[src/rtl/fetch_unit.sv]
// Instruction-fetch stage: owns the PC and the IF/ID register, and runs a
// single-outstanding request/response handshake with instruction memory.
module fetch_unit #(
  parameter logic [31:0] RESET_PC = 32'h0000_0000,
  parameter logic [31:0] NOP      = 32'h0000_0000
) (
  input  logic        Clk,
  input  logic        Rst,
  input  logic        PCWrite,
  input  logic        IF_ID_Write,
  input  logic        IF_ID_Write_Flush,
  input  logic        branchPCSrc,
  input  logic [31:0] BranchTarget,
  output logic        IMemReq,
  output logic [31:0] IMemAddr,
  input  logic        IMemReady,
  input  logic [31:0] IMemData,
  output logic [31:0] IF_ID_Instruction,
  output logic [31:0] IF_ID_PCPlus4,
  output logic        IF_ID_Valid,
  output logic        FetchBusy
);

  typedef enum logic [1:0] {S_FETCH, S_WAIT, S_HAVE} state_t;

  state_t      state, state_next;
  logic        drop, drop_next;
  logic [31:0] pc_p0, pc_plus4_p0, hold_p0, instr_avail_p0;
  logic        consume, resp_live, avail, take;
  logic [31:0] instr_p1, pc4_p1;
  logic        vld_p1;

  function automatic logic [31:0] pc_inc(input logic [31:0] pc);
    return pc + 32'd4;
  endfunction

  assign pc_plus4_p0    = pc_inc(pc_p0);
  assign consume        = IF_ID_Write & PCWrite & ~branchPCSrc;
  // A response that arrives while Drop is set belongs to a squashed path.
  assign resp_live      = (state == S_WAIT) & IMemReady & ~drop;
  assign avail          = resp_live | (state == S_HAVE);
  assign take           = consume & avail;
  assign instr_avail_p0 = (state == S_HAVE) ? hold_p0 : IMemData;

  always_ff @(posedge Clk) begin
    if (Rst) begin
      state <= S_FETCH;
      drop  <= 1'b0;
    end else begin
      state <= state_next;
      drop  <= drop_next;
    end
  end

  always_comb begin
    state_next = state;
    drop_next  = drop;
    case (state)
      S_FETCH: begin
        if (!branchPCSrc) state_next = S_WAIT;
      end
      S_WAIT: begin
        if (IMemReady) begin
          drop_next = 1'b0;
          if (drop || branchPCSrc) state_next = S_FETCH;
          else if (consume)        state_next = S_WAIT;
          else                     state_next = S_HAVE;
        end else if (branchPCSrc) begin
          drop_next = 1'b1;
        end
      end
      S_HAVE: begin
        if (branchPCSrc)  state_next = S_FETCH;
        else if (consume) state_next = S_WAIT;
      end
      default: state_next = S_FETCH;
    endcase
  end

  // Back-to-back issue: consuming an instruction immediately requests PC+4.
  always_comb begin
    IMemReq   = ~Rst & ~branchPCSrc & ((state == S_FETCH) | take);
    IMemAddr  = (state == S_FETCH) ? pc_p0 : pc_plus4_p0;
    FetchBusy = ~Rst & (state == S_WAIT);
  end

  // ---- p0: PC and hold register ----
  always_ff @(posedge Clk) begin
    if (Rst)              pc_p0 <= RESET_PC;
    else if (branchPCSrc) pc_p0 <= BranchTarget;
    else if (take)        pc_p0 <= pc_plus4_p0;
  end

  always_ff @(posedge Clk) begin
    if (resp_live && !consume && !branchPCSrc) hold_p0 <= IMemData;
  end

  // ---- p1: IF/ID register ----
  always_ff @(posedge Clk) begin
    if (Rst || !IF_ID_Write_Flush) begin
      instr_p1 <= NOP;
      pc4_p1   <= 32'd0;
      vld_p1   <= 1'b0;
    end else if (take) begin
      instr_p1 <= instr_avail_p0;
      pc4_p1   <= pc_plus4_p0;
      vld_p1   <= 1'b1;
    end else if (IF_ID_Write) begin
      instr_p1 <= NOP;
      pc4_p1   <= 32'd0;
      vld_p1   <= 1'b0;
    end
  end

  assign IF_ID_Instruction = instr_p1;
  assign IF_ID_PCPlus4     = pc4_p1;
  assign IF_ID_Valid       = vld_p1;

endmodule

[config.mk]
export PLATFORM = sky130hd
export DESIGN_NAME = fetch_unit
export DESIGN_NICKNAME = d
export VERILOG_FILES = /design/src/rtl/fetch_unit.sv
export SDC_FILE = /design/constraint.sdc
export NUM_CORES = 1
export LEC_CHECK = 0
export CELL_PAD_IN_SITES_DETAIL_PLACEMENT = 1
export CELL_PAD_IN_SITES_GLOBAL_PLACEMENT = 1
export CORE_MARGIN = 8
export CORE_UTILIZATION = 34
export CTS_BUF_LIST = sky130_fd_sc_hd__clkbuf_4 sky130_fd_sc_hd__clkbuf_8
export DETAILED_ROUTE_END_ITERATION = 10
export PLACE_DENSITY = 0.75
export SLEW_MARGIN = 30
export SYNTH_ARGS = -nofsm -noshare
export SYNTH_HDL_FRONTEND = slang
export SYNTH_SLANG_ARGS = --single-unit
[constraint.sdc]
create_clock -name Clk -period 4.5 [get_ports Clk]
set_clock_uncertainty 0.05 [all_clocks]
set_input_delay 1.35 -clock Clk [delete_from_list [all_inputs] [get_ports Clk]]
set_output_delay 1.35 -clock Clk [all_outputs]
set_load 0.01 [all_outputs]
Word level (Yosys, flattened, before mapping)
Index checks and enable logic that the tools add are counted.

storage, ports and cells
  flip-flop bits (word level) = 132
  output and inout port bits = 99
  input port bits = 71
  logic and storage cells = 57

cells by class
  add/sub/neg operators = 1
  equal/unequal tests = 5
  reductions and logical operators = 13
  bitwise gates (word level) = 13
  muxes and demuxes = 18

operator list
  cell                                                              number
  32-bit two-way mux                                                7
  32-bit by 3-bit adder with 32-bit output (second input constant)  1
  2-bit two-way mux                                                 6
  1-bit bitwise AND                                                 8
  2-bit case mux with 3 select lines                                1
  2-bit nonzero test                                                3
  1-bit two-way mux                                                 4
  2-bit != test (second input constant)                             2
  1-bit zero test                                                   3
  3-bit != test (second input constant)                             1
  1-bit inverter                                                    3
  3-bit AND reduction                                               1
  2-bit by 1-bit == test with 1-bit output (second input constant)  1
  2-bit == test (second input constant)                             1
  1-bit logical AND                                                 2
  2-bit zero test                                                   1
  1-bit logical OR                                                  2
  1-bit bitwise OR                                                  2
  2-bit AND reduction                                               1

Depth between registers and ports, before layout
Gate-level depths: netlist of run 1.

  word-level depth = 7
  mapped depth = 7
  depth with buffers taken out = 6

Worst setup path before layout of run 1
No wires, ideal clock.

  kind = input -> register
  start point = input branchPCSrc
  end point = register hold_p0[0], enable pin
  buffers on the path = 2
  library setup time = 0.461 ns
  data arrival time = 3.990 ns
  stages on the path = 3
  required time = 3.989 ns
  slack = -0.001 ns
  cell sequence = clkbuf_1 -> clkbuf_1 -> nor3_1

on the way
  cells in the longest elaborated chain, start to end = 5
  elaborated cells on any way between the ends = 6
  classes of those cells = 2 x bitwise; 4 x reduce/logical

ends and longest elaborated chain
  item                    RTL line  source
  start: declaration      12        input logic branchPCSrc,
  1-bit inverter          38        assign consume = IF_ID_Write & PCWrite & ~branchPCSrc;
  1-bit bitwise AND       38
  1-bit zero test         95        if (resp_live && !consume && !branchPCSrc) hold_p0 <= IMemData;
  1-bit logical AND       95
  1-bit logical AND (*)   95
  end signal: assignment  95
  end: declaration        28        logic [31:0] pc_p0, pc_plus4_p0, hold_p0, instr_avail_p0;

Mark *: on every way between the ends. The rest lies on a longest branch, timed or not.
A chain may end at the register's enable or synchronous reset.

Worst setup path in the final report of run 1
  start point = register pc_p0[3]
  end point = output IMemAddr[28]

on the way
  cells in the longest elaborated chain, start to end = 2

ends and longest elaborated chain
  item                                      RTL line  source
  start: declaration                        28
  start signal: assignment                  90        else if (branchPCSrc) pc_p0 <= BranchTarget;
  start signal: assignment                  91        else if (take) pc_p0 <= pc_plus4_p0;
  32-bit by 3-bit adder with 32-bit output  34        return pc + 32'd4;
  32-bit two-way mux                        83        IMemAddr = (state == S_FETCH) ? pc_p0 : pc_plus4_p0;
  end: declaration                          15        output logic [31:0] IMemAddr,

Every way passes these cells.

==> impl_metrics.xml, run 1 <==
<?xml version="1.0" encoding="UTF-8"?>
<metrics>
  <group name="run_status">
    <metric name="run_status" unit="">finished clean</metric>
  </group>
  <group name="cts">
    <metric name="path_clk_slew" unit="ns">0.08</metric>
    <metric name="insertion_delay_to_the_later_sink_of_the_worst_skew_pair" unit="ns">0.45</metric>
    <metric name="cts.path.max_buffers" unit="">2</metric>
    <metric name="post_cts.repair.setup_buffers" unit="">0</metric>
    <metric name="tritoncts.num_buffers" unit="">17</metric>
    <metric name="cts_hold_bufs" unit="">0</metric>
    <metric name="tritoncts" unit="">done</metric>
    <metric name="number_of_gates_resized_after_cts" unit="">0</metric>
    <metric name="number_of_clock_sinks_seen_by_cts" unit="">132</metric>
    <metric name="cts_max_level" unit="">4</metric>
    <metric name="cts-root-buf" unit="">clkbuf_8</metric>
  </group>
  <group name="setup_path">
    <metric name="worstSetupStartpointType" unit="">flop</metric>
    <metric name="critPathCapture" unit="">IMemAddr[28]</metric>
    <metric name="maximum_net_fanout_on_the_critical_path" unit="">13</metric>
    <metric name="timing.setup.critical_path_class" unit="">flop to primary output</metric>
    <metric name="worst_setup_path_end_kind" unit="">primary output</metric>
    <metric name="cp_num_cells" unit="">7</metric>
    <metric name="r2r-start" unit="">state[1]</metric>
    <metric name="worst_path_max_delay_cell" unit="">clkdlybuf4s50_1</metric>
    <metric name="critPathLaunch" unit="">pc_p0[3]</metric>
    <metric name="r2r_setup_slack" unit="ns">2.16</metric>
    <metric name="r2r_end" unit="">IF_ID_Instruction[1]</metric>
    <metric name="critical_path_s_most_frequent_cell" unit="">nand4_1</metric>
    <metric name="worst_ep_arrival_time" unit="ns">2.90</metric>
    <metric name="max_incr_delay_on_cp" unit="ns">0.58</metric>
    <metric name="worst_r2r_path_depth" unit="">5</metric>
    <metric name="required" unit="ns">3.10</metric>
    <metric name="path_delay_family" unit="">simple AND/OR/NAND/NOR gates</metric>
    <metric name="cp_bufs_invs" unit="">1</metric>
    <metric name="crit_chain" unit="">ha_2 &gt; nand4_1 &gt; or2_4 &gt; nor2_1 &gt; nand4_1 &gt; xnor2_1 &gt; clkdlybuf4s50_1</metric>
  </group>
  <group name="yosys">
    <metric name="post_synth.cell_area_avg" unit="um2">9.11</metric>
    <metric name="mappedNetlistArea" unit="um2">6460</metric>
    <metric name="synthCells" unit="">709</metric>
    <metric name="ys_dominant_reg_cell" unit="">dfxtp_1</metric>
    <metric name="synthesis.yosys.warnings" unit="">0</metric>
    <metric name="postSynthNetCount" unit="">781</metric>
    <metric name="number_of_flops_mapped_to_enable_cells_by_yosys" unit="">32</metric>
    <metric name="ys_async_sr_fraction" unit="%">0</metric>
    <metric name="ys_ff_latch" unit="">132</metric>
    <metric name="synthDistinctLibCells" unit="">46</metric>
    <metric name="synth.yosys.seq_area_share" unit="%">45.9</metric>
  </group>
  <group name="detailed_routing">
    <metric name="route.detailed.vias_per_inst" unit="">5.04</metric>
    <metric name="antenna_left" unit="">0</metric>
    <metric name="drc" unit="">0</metric>
    <metric name="via_count" unit="">5531</metric>
    <metric name="drt-initial-drc-count" unit="">230</metric>
    <metric name="detailedRoute.firstPassIterationCount" unit="">4</metric>
    <metric name="post_drt_wl_per_cell" unit="um">19.3</metric>
    <metric name="routed_wl" unit="um">21200</metric>
  </group>
  <group name="sta">
    <metric name="slew_violations" unit="">0</metric>
    <metric name="timing.final.crit_share" unit="%">95.6</metric>
    <metric name="grt_setup_unrepaired" unit="">no</metric>
    <metric name="relSlewSlack" unit="%">42.5</metric>
    <metric name="setup_viol_count_final" unit="">0</metric>
    <metric name="max_slew.worst_pin.slew" unit="ns">0.861</metric>
    <metric name="fmaxAchievable" unit="MHz">232</metric>
    <metric name="post-route-min-period" unit="ns">4.30</metric>
    <metric name="finalHoldViolCount" unit="">0</metric>
    <metric name="setup-tns-final" unit="ns">0</metric>
  </group>
  <group name="global_route">
    <metric name="grt_pass1_wl" unit="um">33400</metric>
    <metric name="grt_max_degree" unit="">66</metric>
    <metric name="grt_overflow_total" unit="">0</metric>
    <metric name="grtUsageTotal" unit="%">18.0</metric>
    <metric name="number_of_global_route_vias_before_repair" unit="">5780</metric>
    <metric name="antenna_found_initial" unit="">0</metric>
  </group>
  <group name="final_layout">
    <metric name="drive_above_1_share" unit="%">12.3</metric>
    <metric name="finished_core_util" unit="%">47.3</metric>
    <metric name="n_antenna_cell" unit="">0</metric>
    <metric name="fill_cells" unit="">2162</metric>
    <metric name="fin_nets" unit="">923</metric>
    <metric name="area.growth.synth_to_final" unit="%">36.5</metric>
  </group>
  <group name="power">
    <metric name="p_sw" unit="W">0.000697</metric>
    <metric name="share_seq_of_total_power" unit="%">46.9</metric>
    <metric name="power.ir.vdd_worst" unit="V">0.000167</metric>
    <metric name="leakagePower" unit="nW">3.13</metric>
    <metric name="swShare" unit="%">25.5</metric>
    <metric name="clock_power_share" unit="%">41.5</metric>
    <metric name="comb_power_share" unit="%">11.7</metric>
    <metric name="power.density" unit="nW/um2">310</metric>
    <metric name="intPower" unit="W">0.00203</metric>
  </group>
  <group name="die">
    <metric name="num_io_pins" unit="">170</metric>
    <metric name="initial_core_util" unit="%">34.6</metric>
    <metric name="floorplan.die.height" unit="um">154</metric>
    <metric name="die_area" unit="um2">23700</metric>
    <metric name="dieWidth" unit="um">154</metric>
    <metric name="rows" unit="">50</metric>
    <metric name="floorplan.core_area" unit="um2">18600</metric>
  </group>
  <group name="min_path">
    <metric name="hold_path_class" unit="">flop to flop</metric>
  </group>
  <group name="placed_design">
    <metric name="numPortBuffers" unit="">169</metric>
    <metric name="detailed_place_hpwl" unit="um">14700</metric>
    <metric name="gp_congestion" unit="">0.796</metric>
  </group>
  <group name="flow_run">
    <metric name="maxCapViolCount" unit="">0</metric>
  </group>
</metrics>
power groups by stage:
stage / clock [W] / combinational [W] / sequential (W)
2_1_floorplan: 0 / 0.000178 / 0.00128
5_1_grt: 0.00121 / 0.000345 / 0.00128
3_5_place_dp: 0 / 0.000319 / 0.00131
6_report: 0.00113 / 0.000318 / 0.00128
4_1_cts: 0.00116 / 0.000323 / 0.00128
3_3_place_gp: 0 / 0.000318 / 0.00130
through the flow:
step	cell area (um2)	cells	hold WS (ns)	setup slack [ns]	power (W)
after floorplan	6460	709	0.422	0.822	0.00146
after global placement	8340	1066	0.389	0.125	0.00162
after detailed placement	8340	1066	0.396	0.0854	0.00163
after CTS	8790	1098	0.412	0.00749	0.00276
after global routing	8810	1098	0.419	0.00550	0.00284
final	8810	1098	0.406	0.197	0.00273
registers in the layout (all words and copies together), names as in the netlist:
name               cells
IF_ID_Instruction     32
hold_p0               32
IF_ID_Valid            1
state                  2
IF_ID_PCPlus4         32
pc_p0                 32
drop                   1
layout make-up:
type	instances	area, um2	share of cell area (%)
multi-input cells	482	3140	35.7
inverters	26	97.6	1.11
flip-flops and latches	132	2960	33.6
well taps	234	293	3.32
repair buffers	192	1870	21.2
clock inverters	14	199	2.26
clock buffers	18	248	2.81
worst min-delay path by stage:
stage	startpoint	cells past startpoint	slack [ns]	endpoint
final	IF_ID_PCPlus4[9]	2	0.41	IF_ID_PCPlus4[9]
after global placement	IF_ID_PCPlus4[24]	2	0.39	IF_ID_PCPlus4[24]
after detailed placement	IF_ID_PCPlus4[9]	2	0.40	IF_ID_PCPlus4[9]
after floorplan	IF_ID_PCPlus4[30]	2	0.42	IF_ID_PCPlus4[30]
after CTS	IF_ID_PCPlus4[9]	2	0.41	IF_ID_PCPlus4[9]
after global routing	IF_ID_PCPlus4[9]	2	0.42	IF_ID_PCPlus4[9]
cell families after synthesis:
logic type               after synthesis  share of synthesized area (%)
multiplexers                          35                           6.05
AND/OR/NAND/NOR                      236                           18.4
flip-flops                           132                           45.9
XOR/XNOR                              81                           11.0
adder cells (fa/ha/maj)                1                          0.194
AO/OA/AOI/OAI                        129                           12.3
buffers and inverters                 95                           6.20
cell usage in the layout (no fill, tap or decap), types with 2 or more instances in the layout:
cell	n
clkdlybuf4s50_1	167
dfxtp_1	100
nor2_1	69
nand2_1	48
a21oi_1	46
xnor2_1	43
xor2_1	37
mux2_2	32
edfxtp_1	32
nand3_1	28
inv_1	26
o21a_1	24
a22oi_1	23
nor2b_1	23
nand4_1	22
o21ai_0	22
buf_4	22
nor3_1	18
clkbuf_8	18
or2_2	4
bufinv_16	4
inv_6	4
and3_1	3
nand2b_1	3
a21o_1	3
o21ai_1	3
mux2i_1	3
clkinvlp_4	3
nor4_4	2
and4_1	2
a211oi_1	2
clkinv_4	2
cell usage after synthesis (2+ instances only):
master    number  area, um2
buf_2         19       95.1
buf_1          4       15.0
nor3_1        20        100
nand3_1       28        140
a211oi_1       2       15.0
inv_1         26       97.6
buf_4          3       22.5
or2_2          5       31.3
and3_1         3       18.8
o21ai_1        3       15.0
o21ai_0       22        110
a21oi_1       47        235
edfxtp_1      32        961
nor2b_1       24        150
and4_1         2       17.5
a21o_1         3       22.5
mux2_2        32        360
nor2_1        69        259
mux2i_1        3       30.0
clkbuf_1      41        154
nand2_1       48        180
xor2_1        37        324
xnor2_1       44        385
o21a_1        24        180
nand2b_1       4       25.0
nor4_2         2       25.0
dfxtp_1      100       2000
nand4_1       22        138
a22oi_1       23        173
worst min-delay path, cell delays in order (launching register included):
cell and delay, ns:
dfxtp_1 0.33, nand2_1 0.05, o21ai_0 0.05
per-layer routing:
| metal | track usage, % | wire length (um) |
|---|---|---|
| met1 | 23.1 | 9690 |
| met2 | 29.1 | 10000 |
| met3 | 4.15 | 1120 |
| met4 | 6.02 | 341 |
| met5 | 0 | 0 |
(Power assumes the default switching activity.)
==> run 2: changes to the inputs <==
--- a/config.mk
+++ b/config.mk
@@ -7,11 +7,11 @@
 export LEC_CHECK = 0
 export CELL_PAD_IN_SITES_DETAIL_PLACEMENT = 1
 export CELL_PAD_IN_SITES_GLOBAL_PLACEMENT = 1
-export CORE_MARGIN = 8
 export CORE_UTILIZATION = 34
 export CTS_BUF_LIST = sky130_fd_sc_hd__clkbuf_4 sky130_fd_sc_hd__clkbuf_8
 export DETAILED_ROUTE_END_ITERATION = 10
 export PLACE_DENSITY = 0.75
+export REMOVE_ABC_BUFFERS = 1
 export SLEW_MARGIN = 30
 export SYNTH_ARGS = -nofsm -noshare
 export SYNTH_HDL_FRONTEND = slang
==> impl_metrics.xml, run 2 (synthesis results as in run 1) <==
<?xml version="1.0" encoding="UTF-8"?>
<metrics>
  <group name="run_status">
    <metric name="run_status" unit="">finished clean</metric>
  </group>
  <group name="die">
    <metric name="floorplan.die.height" unit="um">140</metric>
    <metric name="rows" unit="">50</metric>
    <metric name="num_io_pins" unit="">170</metric>
    <metric name="die_area" unit="um2">19500</metric>
    <metric name="dieWidth" unit="um">140</metric>
    <metric name="floorplan.core_area" unit="um2">18600</metric>
    <metric name="initial_core_util" unit="%">34.6</metric>
  </group>
  <group name="setup_path">
    <metric name="worst_setup_path_end_kind" unit="">primary output</metric>
    <metric name="worst_ep_arrival_time" unit="ns">2.94</metric>
    <metric name="critPathLaunch" unit="">IMemReady</metric>
    <metric name="worst_r2r_path_depth" unit="">6</metric>
    <metric name="maximum_net_fanout_on_the_critical_path" unit="">3</metric>
    <metric name="cp_bufs_invs" unit="">2</metric>
    <metric name="critPathCapture" unit="">IMemReq</metric>
    <metric name="r2r_setup_slack" unit="ns">2.17</metric>
    <metric name="cp_num_cells" unit="">5</metric>
    <metric name="critical_path_s_most_frequent_cell" unit="">clkdlybuf4s50_1</metric>
    <metric name="required" unit="ns">3.10</metric>
    <metric name="path_delay_family" unit="">buffers and inverters</metric>
    <metric name="crit_chain" unit="">clkdlybuf4s50_1 &gt; nand4bb_1 &gt; a21o_1 &gt; a21oi_1 &gt; clkdlybuf4s50_1</metric>
    <metric name="worst_path_max_delay_cell" unit="">clkdlybuf4s50_1</metric>
    <metric name="r2r-start" unit="">state[0]</metric>
    <metric name="timing.setup.critical_path_class" unit="">primary input to primary output</metric>
    <metric name="max_incr_delay_on_cp" unit="ns">0.57</metric>
    <metric name="worstSetupStartpointType" unit="">primary input</metric>
    <metric name="r2r_end" unit="">IF_ID_PCPlus4[25]</metric>
  </group>
  <group name="final_layout">
    <metric name="fin_nets" unit="">920</metric>
    <metric name="fill_cells" unit="">2130</metric>
    <metric name="final_common_cell" unit="">clkdlybuf4s50_1</metric>
    <metric name="area.growth.synth_to_final" unit="%">36.1</metric>
    <metric name="n_antenna_cell" unit="">0</metric>
    <metric name="drive_above_1_share" unit="%">12.4</metric>
    <metric name="layout_common_cells" unit="">clkdlybuf4s50_1, dfxtp_1, nor2_1</metric>
  </group>
  <group name="global_route">
    <metric name="grt_overflow_total" unit="">0</metric>
    <metric name="grtUsageTotal" unit="%">20.3</metric>
    <metric name="grt_max_degree" unit="">62</metric>
    <metric name="antenna_found_initial" unit="">1</metric>
    <metric name="grt_pass1_wl" unit="um">30700</metric>
    <metric name="number_of_global_route_vias_before_repair" unit="">5630</metric>
  </group>
  <group name="sta">
    <metric name="fmaxAchievable" unit="MHz">230</metric>
    <metric name="relSlewSlack" unit="%">38.3</metric>
    <metric name="post-route-min-period" unit="ns">4.34</metric>
    <metric name="finalHoldViolCount" unit="">0</metric>
    <metric name="slew_violations" unit="">0</metric>
    <metric name="hold_ws" unit="ns">0.408</metric>
    <metric name="grt_setup_unrepaired" unit="">no</metric>
    <metric name="max_slew.worst_pin.slew" unit="ns">0.923</metric>
    <metric name="setup-tns-final" unit="ns">0</metric>
    <metric name="timing.final.crit_share" unit="%">96.4</metric>
    <metric name="setup_viol_count_final" unit="">0</metric>
  </group>
  <group name="cts">
    <metric name="path_clk_slew" unit="ns">0.08</metric>
    <metric name="cts.path.max_buffers" unit="">2</metric>
    <metric name="tritoncts" unit="">done</metric>
    <metric name="insertion_delay_to_the_later_sink_of_the_worst_skew_pair" unit="ns">0.46</metric>
    <metric name="number_of_clock_sinks_seen_by_cts" unit="">132</metric>
    <metric name="cts_max_level" unit="">4</metric>
    <metric name="post_cts.repair.setup_buffers" unit="">0</metric>
    <metric name="tritoncts.num_buffers" unit="">17</metric>
    <metric name="cts-root-buf" unit="">clkbuf_8</metric>
  </group>
  <group name="power">
    <metric name="power.ir.vdd_worst" unit="V">0.000166</metric>
    <metric name="power.density" unit="nW/um2">306</metric>
    <metric name="leakagePower" unit="nW">3.11</metric>
  </group>
  <group name="detailed_routing">
    <metric name="route.detailed.vias_per_inst" unit="">5.06</metric>
    <metric name="routed_wl" unit="um">19600</metric>
    <metric name="via_count" unit="">5536</metric>
    <metric name="drc" unit="">0</metric>
    <metric name="antenna_left" unit="">0</metric>
    <metric name="post_drt_wl_per_cell" unit="um">17.9</metric>
    <metric name="drt-initial-drc-count" unit="">268</metric>
    <metric name="detailedRoute.firstPassIterationCount" unit="">5</metric>
  </group>
  <group name="min_path">
    <metric name="hold_path_class" unit="">flop to flop</metric>
  </group>
  <group name="placed_design">
    <metric name="gp_congestion" unit="">0.786</metric>
    <metric name="numPortBuffers" unit="">169</metric>
    <metric name="detailed_place_hpwl" unit="um">12900</metric>
  </group>
  <group name="flow_run">
    <metric name="maxCapViolCount" unit="">0</metric>
  </group>
</metrics>
## run 2: power by group
part           leakage [nW]  switching (W)  internal, W
clock network         0.217       0.000515     0.000580
logic                  1.79       0.000145     0.000167
registers              1.10      0.0000421      0.00124
## run 2: timing repair
action | CTS | global route
endpoints found under the setup margin | 0 | 8
hold buffers | 0 | 0
gates resized for setup | 0 | 7
## run 2: area by class of cell
type | count | area, um2 | area share (%)
multi-input combinational | 482 | 3150 | 35.8
sequential | 132 | 2970 | 33.7
timing repair buffer | 189 | 1860 | 21.1
tap | 234 | 293 | 3.33
clock buffer | 19 | 255 | 2.90
clock inverter | 13 | 175 | 1.99
inverter | 26 | 97.6 | 1.11
## run 2: how the worst min path moves through the flow
stage / startpoint / endpoint / slack [ns] / cells after the start
6_report: IF_ID_PCPlus4[12] / IF_ID_PCPlus4[12] / 0.41 / 2
5_1_grt: IF_ID_PCPlus4[12] / IF_ID_PCPlus4[12] / 0.43 / 2
4_1_cts: IF_ID_PCPlus4[12] / IF_ID_PCPlus4[12] / 0.41 / 2
3_5_place_dp: IF_ID_PCPlus4[12] / IF_ID_PCPlus4[12] / 0.39 / 2
3_3_place_gp: IF_ID_PCPlus4[29] / IF_ID_PCPlus4[29] / 0.39 / 2
2_1_floorplan: IF_ID_PCPlus4[20] / IF_ID_PCPlus4[20] / 0.42 / 2
## run 2: layer usage
| layer | part of all wire (%) | vias up | track usage, % |
|---|---|---|---|
| li1 | - | 2686 | - |
| met1 | 47 | 2683 | 26.1 |
| met2 | 47 | 144 | 33.4 |
| met3 | 4.8 | 21 | 4.61 |
| met4 | 1.4 | 2 | 7.29 |
| met5 | 0.061 | - | 0 |
## run 2: through the flow
step / power, W / area (um2) / setup WS (ns) / util [%] / cells
after CTS: 0.00272 / 8740 / 0.0327 / 46.9 / 1094
final: 0.00269 / 8790 / 0.162 / 47.1 / 1095
after global routing: 0.00280 / 8790 / 0.0274 / 47.1 / 1095
after global placement: 0.00162 / 8310 / 0.182 / 44.6 / 1062
after detailed placement: 0.00162 / 8310 / 0.172 / 44.6 / 1062
after floorplan: 0.00143 / 6150 / 0.248 / - / 640
## run 2: tightest hold or removal path, stage by stage (launching register included)
cell and delay, ns:
dfxtp_1 0.33, nand2_1 0.04, o21ai_0 0.06
==> RTL edit 1, RTL diff (config.mk and constraints of run 2) <==
Reset style: asynchronous (`Rst`), changed in 2 clocked blocks.
--- a/src/rtl/fetch_unit.sv
+++ b/src/rtl/fetch_unit.sv
@@ -43,5 +43,5 @@
   assign instr_avail_p0 = (state == S_HAVE) ? hold_p0 : IMemData;
 
-  always_ff @(posedge Clk) begin
+  always_ff @(posedge Clk or posedge Rst) begin
     if (Rst) begin
       state <= S_FETCH;
@@ -86,5 +86,5 @@
 
   // ---- p0: PC and hold register ----
-  always_ff @(posedge Clk) begin
+  always_ff @(posedge Clk or posedge Rst) begin
     if (Rst)              pc_p0 <= RESET_PC;
     else if (branchPCSrc) pc_p0 <= BranchTarget;
Behaviour: differs if Rst is asserted again (counterexample within 4 cycles, from zero or initial values and one cycle with Rst high); with Rst held inactive, the same outputs for 4 cycles.
==> RTL edit 1 against run 2 <==
- combinational power rose by 58%
- power rose by 7.1%
- die area grew 1.8%
- final cell count grew 8.9%
- global-route usage increased by 0.85 points
- routed wire length up 4.0%
- sequential cell count is the same
- critical path depth up 3
- utilization rose by 0.095 points
- setup slack worse by 23 ps
- area after synthesis is 1.8% higher
- final area rose by 1.2%
- largest cell class unchanged
- largest power group unchanged
==> RTL edit 1: results (changes against run 2) <==
diodes: 1  # was 0
routed_wl_mm: 20.4  # was 19.6 mm
reg2reg_depth: 6  # unchanged
arrival_ps: 2960  # was 2940 ps
n_all_buffers: 191  # was 189
syn_area_per_cell_um2: 8.49  # was 9.11 um2
globalRouteMet2Util: 0.346  # was 0.334
grt_first_pass_wirelength_mm: 32.4  # was 30.7 mm
m1WireLength_mm: 9.47  # was 9.16 mm
worstHoldStart: "IF_ID_PCPlus4[18]"  # was IF_ID_PCPlus4[12]
grtUsageMet3: 0.0510  # was 0.0461
nClkBuffers: 17  # was 19
wl_per_cell_um: 17.1  # was 17.9 um
avgViaCountPerCell: 4.88  # was 5.06
irDropWorstVdd_mv: 0.180  # was 0.166 mV
n_all_inverters: 5  # was 26
switching_share: 0.302  # was 0.261
fillers: 2240  # was 2130
drtIter0Drc: 290  # was 268
wl_met2_mm: 9.57  # was 9.21 mm
async_flop_share: 0.265  # was 0
cts.repair.resized: 1  # was 0
seq_area_um2: 3140  # was 2970 um2
holdWs_ps: 409  # was 408 ps
crit_path_end: "IMemAddr[12]"  # was IMemReq
placedInstanceArea_um2: 8480  # was 8310 um2
grt_usage: 0.212  # was 0.203
synth_cell_types: 54  # was 46
drive_gt1_frac: 0.0783  # was 0.124
multi_input_area_um2: 3150  # about the same
clock_cell_area_share: 0.0457  # was 0.0490
worst_pin_slew_ps: 694  # was 923 ps
grt_start_max_net_pins: 69  # was 62
yosys_warnings: 0  # unchanged
wl_met3_mm: 1.14  # was 937 um
r2r_end: "IF_ID_PCPlus4[21]"  # was IF_ID_PCPlus4[25]
grt_pass1_vias: 5946  # was 5630
hpwl_mm: 13.7  # was 12.9 mm
leakagePower_nw: 3.27  # was 3.11 nW
crit_start: "pc_p0[2]"  # was IMemReady
min_to: "IF_ID_PCPlus4[18]"  # was IF_ID_PCPlus4[12]
setup_ws_ps: 139  # was 162 ps
top_layer: "met4"  # was met5
nNetsFinal: 991  # was 920
r2r_slack_ps: 2210  # was 2170 ps
dr.pass1.iters: 4  # was 5
nonClkBufAreaFrac: 0.208  # was 0.211
post-place-cells: 1160  # was 1062
die_x_um: 141  # was 140 um
yosys-top-cells-count: "175 x nand2_1, 66 x nor2_1, 65 x dfxtp_1, 53 x o21ai_0, 47 x a21oi_1"  # was 100 x dfxtp_1, 69 x nor2_1, 48 x nand2_1, 47 x a21oi_1, 44 x xnor2_1
yosysSeqAreaShare: 0.477  # was 0.459
place_ws_ps: 108  # was 172 ps
status: "finished clean"  # unchanged
gr-usage-met1: 0.278  # was 0.261
place_congestion: 0.778  # was 0.786
-- RTL edit 1: cell count changes after synthesis, sizes merged, moves of 23 or more --
cell   delta
nand2   +127
dfrtp    +35
dfxtp    -35
mux2     -30
o21ai    +29
a22oi    -23
o21a     -23
-- RTL edit 1: cells by family (layout without fill, tap and decap cells) --
group,Yosys count,count (layout),share of synthesized area
and+or+nand+nor,371,371,0.267
DFF,132,132,0.477
AOI/OAI and AO/OA,114,114,0.0929
xor gates and xnor gates,83,83,0.111
buffers and inverters,70,228,0.0457
muxes,3,3,0.00495
adders and majority gates,1,1,0.00190
other,0,1,0
-- RTL edit 1: power by group through the flow --
| stage | combinational, mW | sequential, mW | clock, mW |
|---|---|---|---|
| floorplan | 0.223 | 1.36 | 0 |
| global placement | 0.492 | 1.37 | 0 |
| detailed placement | 0.495 | 1.37 | 0 |
| CTS | 0.500 | 1.35 | 1.07 |
| global route | 0.536 | 1.36 | 1.12 |
| finish | 0.492 | 1.35 | 1.04 |
==> RTL edit 2, RTL diff (flow settings as in run 2) <==
Without the edit above. Register the input `BranchTarget` before use, without a reset. The logic sees it one clock later. The other inputs are not delayed to match.
--- a/src/rtl/fetch_unit.sv
+++ b/src/rtl/fetch_unit.sv
@@ -23,4 +23,10 @@
 
   typedef enum logic [1:0] {S_FETCH, S_WAIT, S_HAVE} state_t;
+
+  logic [31:0] BranchTarget_q;
+
+  always_ff @(posedge Clk) begin
+    BranchTarget_q <= BranchTarget;
+  end
 
   state_t      state, state_next;
@@ -88,5 +94,5 @@
   always_ff @(posedge Clk) begin
     if (Rst)              pc_p0 <= RESET_PC;
-    else if (branchPCSrc) pc_p0 <= BranchTarget;
+    else if (branchPCSrc) pc_p0 <= BranchTarget_q;
     else if (take)        pc_p0 <= pc_plus4_p0;
   end
Formal check against the unedited RTL: not equivalent (a bounded check fails within 4 cycles, from zero or initial values and one cycle with Rst high).
==> RTL edit 2 against run 2 <==
- routed wire length increased by 5.9%
- non-clock buffer count increased by 3
- critical path type is now flop to primary output
- area after synthesis increased by 12%
- power increased by 14%
- hold slack got worse by 3.0 ps
- setup slack improved by 20 ps
- critical path depth increased by 3
- die area increased by 12%
- critical endpoint is now IMemAddr[24]
- largest cell class is now flip-flops and latches
- sequential cell count increased by 32
- final area increased by 8.5%
==> RTL edit 2: results (changes against run 2) <==
status: "finished clean"  # unchanged
grt_pass1_vias: 6183  # was 5630
synth_cell_types: 49  # was 46
crit_slowest_cell: "clkdlybuf4s50_1"  # unchanged
grt_start_max_net_pins: 68  # was 62
fillers: 2411  # was 2130
crit_fanout: 13  # was 3
hpwl_mm: 14.1  # was 12.9 mm
synth_edf_count: 32  # unchanged
yosys_warnings: 0  # unchanged
instances_no_fill: 1247  # was 1095
drc_errors: 0  # unchanged
netlist_instances: 820  # was 709
synth_area_um2: 7220  # was 6460 um2
routed_wl_mm: 20.8  # was 19.6 mm
grt_usage: 0.196  # was 0.203
cts-root-buf: "clkbuf_8"  # unchanged
arrival_ps: 2920  # was 2940 ps
max_stage_delay_ps: 570  # about the same
cts_max_level: 4  # unchanged
cts_buffers: 17  # unchanged
async_flop_share: 0  # unchanged
clkSlewWorstSetupHoldPaths_ps: 90
slew_headroom: 0.448  # was 0.383
yosys-top-cells-count: "221 x nand2_1, 132 x dfxtp_1, 59 x a21oi_1, 55 x xnor2_1, 32 x edfxtp_1"  # was 100 x dfxtp_1, 69 x nor2_1, 48 x nand2_1, 47 x a21oi_1, 44 x xnor2_1
grt_antenna_before_repair: 0  # was 1
endpoint_kind: "primary output"  # unchanged
portBuffers: 169  # unchanged
diodes: 0  # unchanged
synth_area_leaders: "dfxtp_1 37%, edfxtp_1 13%, nand2_1 11%"  # was dfxtp_1 31%, edfxtp_1 15%, xnor2_1 6.0%
leakagePower_nw: 3.52  # was 3.11 nW
vias: 6054  # was 5536
irDropWorstVdd_mv: 0.171  # was 0.166 mV
clk_latency_ps: 450
place_ws_ps: 20.9  # was 172 ps
place_congestion: 0.773  # was 0.786
dr.pass1.iters: 5  # unchanged
grt_first_pass_wirelength_mm: 33.1  # was 30.7 mm
drtIter0Drc: 274  # was 268
yosysSeqAreaShare: 0.499  # was 0.459
nNetsFinal: 1037  # was 920
cts_buffer_depth: 2  # unchanged
drive_gt1_frac: 0.0757  # was 0.124
hold_class: "flop to flop"  # unchanged
RTL edit 2: stage by stage:
| stage | hold WS, ps | instance area [um2] |
|---|---|---|
| after floorplan | 368 | 6880 |
| after global placement | 384 | 9090 |
| after detailed placement | 394 | 9090 |
| after CTS | 407 | 9530 |
| after global routing | 431 | 9540 |
| final | 405 | 9540 |
RTL edit 2: logic make-up after synthesis:
| kind of cell | synth area share |
|---|---|
| buffers and inverters | 0.0603 |
| adder cells (fa/ha/maj) | 0.00173 |
| AO/OA/AOI/OAI | 0.105 |
| AND/OR/NAND/NOR | 0.229 |
| multiplexers | 0.00416 |
| flip-flops | 0.499 |
| XOR/XNOR | 0.101 |
RTL edit 2: cell type report:
cell class | count | area, um2 | area share
flip-flops and latches | 164 | 3600 | 0.378
multi-input cells | 564 | 3200 | 0.336
repair buffers | 192 | 1870 | 0.196
well taps | 270 | 338 | 0.0354
clock buffers | 18 | 248 | 0.0260
clock inverters | 13 | 183 | 0.0192
inverters | 26 | 97.6 | 0.0102
RTL edit 2: critical path: cells and delay by family, from the launching register on:
kind	cells	cell delay, ps
adders and majority gates	1	300
xor gates and xnor gates	1	210
buffers and inverters	2	780
and+or+nand+nor	4	750
DFF	1	420
RTL edit 2: final timing paths:
| kind | to | cells past startpoint | slack, ps | start |
|---|---|---|---|---|
| hold reg to reg | IF_ID_Instruction[24] | 2 | 400 | IF_ID_Instruction[24] |
| setup / recovery | IMemAddr[24] | 8 | 180 | pc_p0[3] |
| hold / removal | IF_ID_Instruction[24] | 2 | 400 | IF_ID_Instruction[24] |
| setup reg to reg | IF_ID_PCPlus4[24] | 6 | 2220 | state[1] |
RTL edit 2: where the power goes:
| part | internal, mW | switching [mW] |
|---|---|---|
| Clock | 0.616 | 0.554 |
| Combinational | 0.164 | 0.147 |
| Sequential | 1.54 | 0.0462 |
| Total | 2.32 | 0.748 |
RTL edit 2: routing by layer:
| layer | part of all wire | global-route usage | wire [um] | vias up |
|---|---|---|---|---|
| met5 | 0 | 0 | 0 | - |
| met4 | 0.020 | 0.0722 | 422 | 0 |
| met3 | 0.032 | 0.0315 | 669 | 22 |
| met2 | 0.48 | 0.338 | 10000 | 133 |
| met1 | 0.46 | 0.245 | 9630 | 2923 |
| li1 | - | - | - | 2976 |
RTL edit 2: timing repair:
item                                    in CTS  in global routing
endpoints found under the setup margin       1                  3
buffers inserted                             0                  0
pin swaps                                    0                  1
gates resized for setup                      1                  3
